### config.mk
export PLATFORM = sky130hd
export DESIGN_NAME = core_id_issue
export DESIGN_NICKNAME = d
export VERILOG_FILES = /design/src/rtl/core_id_issue.sv
export SDC_FILE = /design/constraint.sdc
export NUM_CORES = 1
export LEC_CHECK = 0
export BUFFER_PORTS_ARGS = -buffer_cell sky130_fd_sc_hd__buf_4
export CAP_MARGIN = 0
export CORE_MARGIN = 10
export CORE_UTILIZATION = 24
export DETAILED_ROUTE_END_ITERATION = 10
export REMOVE_ABC_BUFFERS = 1
export SLEW_MARGIN = 20
export SYNTH_ARGS = -nofsm -noshare
export SYNTH_HDL_FRONTEND = slang
export SYNTH_SLANG_ARGS = --single-unit
### constraint.sdc
create_clock -name clk -period 4.2 [get_ports clk]
set_clock_uncertainty 0.15 [all_clocks]
set_input_delay 0.21 -clock clk [delete_from_list [all_inputs] [get_ports clk]]
set_output_delay 0.21 -clock clk [all_outputs]
set_load 0.05 [all_outputs]
### src/rtl/core_id_issue.sv
`default_nettype none
// ============================================================================
// Module   : core_id_issue
// Purpose  : Operand-fetch / issue stage. Holds one decoded instruction,
//            reads the register file, forwards in-flight EX / WB results,
//            stalls on a load-use dependency and hands the instruction plus
//            resolved operands to EX over a valid/ready handshake.
// Ports    : clk, rst            - clock, synchronous active-high reset
//            valid_in/ready_in   - decoder handshake, i_* instruction fields
//            rf_rs*_idx/rf_rs*_dat - combinational register-file read ports
//            ex_fwd_*, ex_load_pend - EX result forward / pending load
//            wb_fwd_*            - register-file write in progress
//            flush_req           - commit flush from EX
//            valid_out/ready_out - EX handshake, o_* issued instruction
//            stall_cnt           - saturating count of load-use stall cycles
// Revision : 1.0 - initial release
// ============================================================================
module core_id_issue #(
    parameter int XLEN        = 32,
    parameter int PC_WIDTH    = 32,
    parameter int RFIDX_WIDTH = 5,
    parameter int BJ_W        = 8,
    parameter int ALU_W       = 16,
    parameter int LSU_W       = 8
) (
    input  logic                   clk,
    input  logic                   rst,
    input  logic                   valid_in,
    output logic                   ready_in,
    input  logic [PC_WIDTH-1:0]    i_pc,
    input  logic                   i_branch_predict,
    input  logic [XLEN-1:0]        i_imm,
    input  logic                   i_rs1_ren,
    input  logic                   i_rs2_ren,
    input  logic                   i_rd_wen,
    input  logic [RFIDX_WIDTH-1:0] i_rs1_idx,
    input  logic [RFIDX_WIDTH-1:0] i_rs2_idx,
    input  logic [RFIDX_WIDTH-1:0] i_rd_idx,
    input  logic [BJ_W-1:0]        i_bj_dec_inst_bus,
    input  logic [ALU_W-1:0]       i_alu_inst_bus,
    input  logic [LSU_W-1:0]       i_lsu_inst_bus,
    output logic [RFIDX_WIDTH-1:0] rf_rs1_idx,
    output logic [RFIDX_WIDTH-1:0] rf_rs2_idx,
    input  logic [XLEN-1:0]        rf_rs1_dat,
    input  logic [XLEN-1:0]        rf_rs2_dat,
    input  logic                   ex_fwd_en,
    input  logic [RFIDX_WIDTH-1:0] ex_fwd_idx,
    input  logic [XLEN-1:0]        ex_fwd_dat,
    input  logic                   ex_load_pend,
    input  logic                   wb_fwd_en,
    input  logic [RFIDX_WIDTH-1:0] wb_fwd_idx,
    input  logic [XLEN-1:0]        wb_fwd_dat,
    input  logic                   flush_req,
    output logic                   valid_out,
    input  logic                   ready_out,
    output logic [PC_WIDTH-1:0]    o_pc,
    output logic                   o_branch_predict,
    output logic [XLEN-1:0]        o_imm,
    output logic [XLEN-1:0]        o_rs1_dat,
    output logic [XLEN-1:0]        o_rs2_dat,
    output logic                   o_rs1_ren,
    output logic                   o_rs2_ren,
    output logic                   o_rd_wen,
    output logic [RFIDX_WIDTH-1:0] o_rs1_idx,
    output logic [RFIDX_WIDTH-1:0] o_rs2_idx,
    output logic [RFIDX_WIDTH-1:0] o_rd_idx,
    output logic [BJ_W-1:0]        o_bj_dec_inst_bus,
    output logic [ALU_W-1:0]       o_alu_inst_bus,
    output logic [LSU_W-1:0]       o_lsu_inst_bus,
    output logic [31:0]            stall_cnt
);

    localparam logic [RFIDX_WIDTH-1:0] c_X0      = '0;
    localparam logic [31:0]            c_CNT_MAX = 32'hFFFF_FFFF;

    // Stage register
    logic                   r_vld;
    logic [PC_WIDTH-1:0]    r_pc;
    logic                   r_branch_predict;
    logic [XLEN-1:0]        r_imm;
    logic                   r_rs1_ren;
    logic                   r_rs2_ren;
    logic                   r_rd_wen;
    logic [RFIDX_WIDTH-1:0] r_rs1_idx;
    logic [RFIDX_WIDTH-1:0] r_rs2_idx;
    logic [RFIDX_WIDTH-1:0] r_rd_idx;
    logic [BJ_W-1:0]        r_bj_bus;
    logic [ALU_W-1:0]       r_alu_bus;
    logic [LSU_W-1:0]       r_lsu_bus;
    logic [31:0]            r_stall_cnt;

    logic                   w_haz;
    logic                   w_fire;
    logic                   w_accept;
    logic                   w_valid_out;
    logic                   w_ready_in;
    logic [XLEN-1:0]        w_rs1_dat;
    logic [XLEN-1:0]        w_rs2_dat;

    // Operand resolve: x0 is hard zero, then the youngest producer (EX)
    // wins over the older one (WB), then the architectural register file.
    function automatic logic [XLEN-1:0] f_resolve(
        input logic [RFIDX_WIDTH-1:0] idx,
        input logic [XLEN-1:0]        rf_dat,
        input logic                   ex_en,
        input logic [RFIDX_WIDTH-1:0] ex_idx,
        input logic [XLEN-1:0]        ex_dat,
        input logic                   wb_en,
        input logic [RFIDX_WIDTH-1:0] wb_idx,
        input logic [XLEN-1:0]        wb_dat
    );
        logic [XLEN-1:0] v;
        if (idx == c_X0)                      v = '0;
        else if (ex_en && (ex_idx == idx))    v = ex_dat;
        else if (wb_en && (wb_idx == idx))    v = wb_dat;
        else                                  v = rf_dat;
        return v;
    endfunction

    always_comb begin
        w_rs1_dat = f_resolve(r_rs1_idx, rf_rs1_dat, ex_fwd_en, ex_fwd_idx, ex_fwd_dat,
                              wb_fwd_en, wb_fwd_idx, wb_fwd_dat);
        w_rs2_dat = f_resolve(r_rs2_idx, rf_rs2_dat, ex_fwd_en, ex_fwd_idx, ex_fwd_dat,
                              wb_fwd_en, wb_fwd_idx, wb_fwd_dat);
    end

    // Load-use: the pending load's destination is carried on ex_fwd_idx.
    // A load to x0 never blocks anything.
    assign w_haz = r_vld && ex_load_pend && (ex_fwd_idx != c_X0) &&
                   ((r_rs1_ren && (r_rs1_idx == ex_fwd_idx)) ||
                    (r_rs2_ren && (r_rs2_idx == ex_fwd_idx)));

    // Flush masks valid_out so a simultaneous ready_out cannot issue.
    assign w_valid_out = r_vld && !w_haz && !flush_req;
    assign w_fire      = w_valid_out && ready_out;
    // Accepting while issuing keeps the stage at one instruction per cycle.
    assign w_ready_in  = !flush_req && (!r_vld || w_fire);
    assign w_accept    = valid_in && w_ready_in;

    always_ff @(posedge clk) begin
        if (rst || flush_req)  r_vld <= 1'b0;
        else if (w_accept)     r_vld <= 1'b1;
        else if (w_fire)       r_vld <= 1'b0;
    end

    // Control bits carry a reset so a fresh stage never presents stale enables.
    always_ff @(posedge clk) begin
        if (rst) begin
            r_branch_predict <= 1'b0;
            r_rs1_ren        <= 1'b0;
            r_rs2_ren        <= 1'b0;
            r_rd_wen         <= 1'b0;
            r_bj_bus         <= '0;
            r_alu_bus        <= '0;
            r_lsu_bus        <= '0;
        end else if (w_accept) begin
            r_branch_predict <= i_branch_predict;
            r_rs1_ren        <= i_rs1_ren;
            r_rs2_ren        <= i_rs2_ren;
            r_rd_wen         <= i_rd_wen;
            r_bj_bus         <= i_bj_dec_inst_bus;
            r_alu_bus        <= i_alu_inst_bus;
            r_lsu_bus        <= i_lsu_inst_bus;
        end
    end

    // Data fields are qualified by r_vld downstream and need no reset.
    always_ff @(posedge clk) begin
        if (w_accept) begin
            r_pc      <= i_pc;
            r_imm     <= i_imm;
            r_rs1_idx <= i_rs1_idx;
            r_rs2_idx <= i_rs2_idx;
            r_rd_idx  <= i_rd_idx;
        end
    end

    always_ff @(posedge clk) begin
        if (rst)                                   r_stall_cnt <= '0;
        else if (w_haz && (r_stall_cnt != c_CNT_MAX)) r_stall_cnt <= r_stall_cnt + 32'd1;
    end

    assign ready_in          = w_ready_in;
    assign valid_out         = w_valid_out;
    assign rf_rs1_idx        = r_rs1_idx;
    assign rf_rs2_idx        = r_rs2_idx;
    assign o_pc              = r_pc;
    assign o_branch_predict  = r_branch_predict;
    assign o_imm             = r_imm;
    assign o_rs1_dat         = w_rs1_dat;
    assign o_rs2_dat         = w_rs2_dat;
    assign o_rs1_ren         = r_rs1_ren;
    assign o_rs2_ren         = r_rs2_ren;
    assign o_rd_wen          = r_rd_wen;
    assign o_rs1_idx         = r_rs1_idx;
    assign o_rs2_idx         = r_rs2_idx;
    assign o_rd_idx          = r_rd_idx;
    assign o_bj_dec_inst_bus = r_bj_bus;
    assign o_alu_inst_bus    = r_alu_bus;
    assign o_lsu_inst_bus    = r_lsu_bus;
    assign stall_cnt         = r_stall_cnt;

endmodule
`default_nettype wire
**Yosys cells after proc, flatten, opt, wreduce, memory -nomap -nowiden**

Cells that the tools add are included.

- Bits in registers: 148
- Input port bits: 261
- Output and inout bits: 223
- Word-level logic and storage cells: 55

- Add/sub/neg operators: 1
- Equality and inequality tests: 7
- Multiplexer cells: 8
- Reduce and logical (&&, ||, !) cells: 25

Operators with widths:

| operator | number |
|---|---|
| 32-bit 2-to-1 mux | 6 |
| 32-bit by 1-bit adder with 32-bit output (second input constant) | 1 |
| 32-bit != test (second input constant) | 1 |
| 5-bit equality test | 6 |
| 1-bit logical AND | 15 |
| 5-bit zero test | 2 |
| 5-bit nonzero test | 1 |
| 1-bit zero test | 3 |
| 1-bit logical OR | 3 |
| 1-bit 2-to-1 mux | 2 |
| 2-bit nonzero test | 1 |

**Depth between registers and ports, before layout**

- Word-level depth: 12
- Gate-level depth with buffers: 8
- Depth with buffers taken out: 7

**Worst setup path before layout**

Ideal clock, no wire load.

- Path kind: reg2out
- Start point: register r_rs2_idx[1], in the netlist o_rs2_idx[1]
- End point: output o_rs2_dat[10]
- Arrival: 3.076 ns
- Required time: 3.840 ns
- Setup slack: 0.764 ns
- Cell stages (with the launch flop): 8
- Buffers on the path: 2
- Cells stage by stage: edfxtp_1 > xor2_1 > nor4_1 > and3_1 > clkbuf_1 > buf_2 > mux2i_1 > a211oi_1

- Cells in the longest elaborated chain, start to end: 5
- Elaborated cells on any way between the ends: 8
- Classes of those cells: eq/ne: 2; mux: 3; reduce/logical: 3

RTL lines:

| item | line | text |
|---|---|---|
| start, declared | 85 | `logic [RFIDX_WIDTH-1:0] r_rs2_idx;` |
| start signal, assigned | 173 | `r_rs2_idx <= i_rs2_idx;` |
| 5-bit equality test | 115 | `else if (wb_en && (wb_idx == idx)) v = wb_dat;` |
| 1-bit logical AND | 115 |  |
| 32-bit 2-to-1 mux | 115 |  |
| 32-bit 2-to-1 mux | 114 | `else if (ex_en && (ex_idx == idx)) v = ex_dat;` |
| 32-bit 2-to-1 mux * | 113 | `if (idx == c_X0) v = '0;` |
| end, declared | 60 | `output logic [XLEN-1:0] o_rs2_dat,` |

Mark *: on every way between the ends. The rest lies on a longest branch, timed or not.

**Final worst setup path**

- Start point: register r_rs2_idx[1], in the netlist o_rs2_idx[1]
- End point: output o_rs2_dat[27]

Same word-level chain as after synthesis.

==> key figures <==
Timing
  – Unrepaired setup endpoints after global routing: false
  – Max-slew violations: 0
  – Min Hold Slack: 194 ps
  – Final period util: 0.831
  – Fmax: around 290 MHz
  – Final setup viols: 0
  – Final hold violations: 0
  – Slew margin rel.: 0.416
  – Measured slew at the worst slew-check pin: 876 ps
  – Tmin final: 3490 ps

Die
  – Core area: approximately 30,000 µm²
  – Die H: 194 µm
  – Width of the chip: 194 µm
  – Area of the die: around 38,000 µm²
  – Io pins: between 400 and 500
  – Number of cell rows: 63
  – Starting Density: 0.244

Finish
  – Fillers: 2,793
  – Area Overhead vs Synth: 79.3%
  – Ratio of cells with drive above 1 in the final layout: 0.433
  – Final Cell Area: 13,000 µm²
  – Nets@finish: roughly 1,500
  – Area of the multi-input gates: 3200 µm²
  – Reg area: 3750 µm²

Pwr
  – Leak Pwr: ~5.4 nW
  – VDD IR-drop max: 0.000221 V
  – Pwr per Cell Area: between 300 and 400 nW/µm²
  – Total power: 4.27 mW
  – Sequential share of power: 0.376
  – Sw Share: 0.317
  – Internal Power: around 2.9 mW
  – Clk pwr share: 0.382
  – Psw: 1.36 mW
  – Logic gate share of total power: 0.241

Worst setup path
  – Critical path class: flop to output pin
  – Worst EP arrival: 3130 ps
  – Max incr delay on CP: approximately 570 ps
  – Critical-path maximum fanout: 15
  – Crit start category: flop
  – Most used cell, CP: buf_4
  – FF-to-FF Start: stall_cnt[0]
  – WP buf/inv: 2
  – RR Endpoint: stall_cnt[31]
  – R2R depth: 7
  – CP Data Required Time: around 3800 ps
  – Reg2reg setup slack: 1260 ps
  – Cell family with most CP delay: simple AND/OR/NAND/NOR gates
  – Setup crit end kind: output pin
  – Critical path, cell by cell: xor2_1, nor4_1, and3_2, buf_4, mux2i_1, a211oi_1, buf_4
  – Master of the slowest instance on the critical path: and3_2

Synthesis
  – Synth Flop Type: edfxtp_1
  – YS warnings: 0
  – Synthesized area: 7250 µm²
  – Seq cells post-synth: 148
  – Synth cell types: 45
  – Post-synthesis cell count: 672
  – Number of enable flip-flop cells after synthesis: 79
  – Sequential-to-total area share from yosys stat: 0.518
  – Share of synthesized flip-flops with an asynchronous set or reset: 0
  – Synth Area per Inst: about 11 µm²

Min path
  – Hold/Removal Path Class: primary input to flop
  – Min-delay src: flush_req
  – Hold depth: 3
  – Hold Crit Endpoint: o_rs2_idx[0]

Clocking
  – Setup bufs post-CTS: 0
  – CTS Hold Bufs: 117
  – H-tree depth: 4
  – Clk sinks: between 100 and 150
  – Clock transition at the registers of the reported paths: approximately 70 ps
  – Clock root buffer: clkbuf_16
  – CTS tree: done
  – Worst-skew pair later-pin latency: around 420 ps
  – Max Root-Sink Buffers: 2
  – CTS Buf Count: 17
  – Post_cts resized: 0

GRT
  – Vias in the first global route: slightly above 8,000
  – GRT Total Usage: 0.191
  – Initial antenna violation count: 9
  – First-pass GRT wire length: 54.9 mm
  – Largest net degree at the start of global routing: 79
  – Gr ovfl total: 0

Placed design
  – DPL Wire Length: 30.1 mm
  – Placer Congestion: 0.947
  – Placed cell area: 11,200 µm²
  – IO Port Bufs: ~480

Detailed routing
  – WL final: 37.8 mm
  – Drt wl/cell: between 20 and 25 µm
  – Antenna Nets Post-Route: 0
  – 1st-iter DRT viols: 280
  – DRC viols: 0
  – DR vias/cell: roughly 4.6
  – TritonRoute pass-1 iters: 4
  – Via Count: 7,613

Status
  – Status: completed

Run
  – Max-capacitance violation count: 0
[cell usage in the layout, fill, tap and decap left out, types with 11 or more instances in the layout]
| cell | count |
|---|---|
| dfxtp_1 | 69 |
| nand3_1 | 18 |
| edfxtp_1 | 79 |
| nand2_1 | 14 |
| xnor2_1 | 13 |
| clkbuf_16 | 17 |
| o21ai_0 | 13 |
| a21oi_1 | 19 |
| dlygate4sd3_1 | 117 |
| mux2i_1 | 101 |
| or3_1 | 13 |
| buf_4 | 490 |
| nor2_1 | 125 |
| xor2_1 | 11 |
| a211oi_1 | 65 |
[cells in the mapped netlist (7+ instances only)]
cell type | instances | share of area
edfxtp_1 | 79 | 0.33
xnor2_1 | 13 | 0.016
a21oi_1 | 19 | 0.013
nand2_1 | 16 | 0.0083
and3_1 | 8 | 0.0069
buf_2 | 9 | 0.0062
clkbuf_1 | 29 | 0.015
or3_1 | 13 | 0.011
o21ai_0 | 13 | 0.0090
nor2b_1 | 7 | 0.0060
dfxtp_1 | 69 | 0.19
nand3_1 | 18 | 0.012
nand4_1 | 9 | 0.0078
xor2_1 | 11 | 0.013
or4_1 | 8 | 0.0083
mux2i_1 | 101 | 0.14
a211oi_1 | 65 | 0.067
buf_4 | 10 | 0.010
nor2_1 | 127 | 0.066
[state kept, by name, summed over array words and instances, names as in the netlist]
register and flops:
o_rs2_idx 5, o_alu_inst_bus 16, o_rs1_ren 1, o_rs1_idx 5, o_branch_predict 1, stall_cnt 32
o_rd_wen 1, o_imm 32, o_lsu_inst_bus 8, o_pc 32, o_rd_idx 5, o_bj_dec_inst_bus 8
r_vld 1, o_rs2_ren 1
[cell type report]
cell class,instances,area share
inverter,5,0.00144
antenna,9,0.00173
multi-input combinational,467,0.246
tap,390,0.0375
sequential,148,0.289
clock inverter,15,0.0151
clock buffer,17,0.0327
timing repair buffer,609,0.376
[through the flow]
stage	setup WS, ps	util	setup TNS, ps	instances
6_report	710	0.437	0	1660
5_1_grt	636	0.437	0	1657
4_1_cts	686	0.436	0	1651
3_5_place_dp	1170	0.376	0	1502
3_3_place_gp	1250	0.376	0	1502
2_1_floorplan	-3320	-	-386580	620
[kinds of logic (layout without fill, tap and decap cells)]
family,Yosys count,in the layout,share of synthesized area
buffers and inverters,57,646,0.0440
AND/OR/NAND/NOR,223,223,0.148
XOR/XNOR,24,24,0.0290
AO/OA/AOI/OAI,109,109,0.106
flip-flops,148,148,0.518
multiplexers,110,110,0.153
adder cells (fa/ha/maj),1,1,0.00173
other,0,9,0
[power by group through the flow]
stage               sequential [mW]  combinational (mW)  clock (mW)
floorplan                      1.83               0.316           0
global placement               1.64               0.937           0
detailed placement             1.64               0.938           0
CTS                            1.61                1.04        1.67
global route                   1.61                1.08        1.73
finish                         1.61                1.03        1.63
[worst max path at each step]
stage,startpoint,end,slack [ps],depth (start not counted)
finish,o_rs2_idx[1],o_rs2_dat[27],710,7
global route,o_rs2_idx[1],o_rs2_dat[27],640,7
CTS,o_rs2_idx[1],o_rs2_dat[27],690,7
detailed placement,o_rs2_idx[1],o_rs2_dat[27],1170,7
global placement,o_rs2_idx[1],o_rs2_dat[27],1250,7
floorplan,o_rs1_idx[0],o_alu_inst_bus[0],-3320,6
[worst register-to-register path, cell delays in order, from the launching register on]
cell	delay, ps
dfxtp_1	380
ha_1	280
and3_1	220
nand4_1	350
nand4bb_2	260
nand3_2	410
nor4b_1	440
mux2_2	370
[metal layers]
layer / vias to the layer above / GRT usage / routed length (µm)
met4: 0 / 0.0718 / 976
met5: - / 0 / 0
met1: 3615 / 0.201 / 14100
met2: 315 / 0.341 / 19600
met3: 36 / 0.0697 / 3050
li1: 3647 / - / -
No activity file was read; power rests on OpenSTA's default activity.
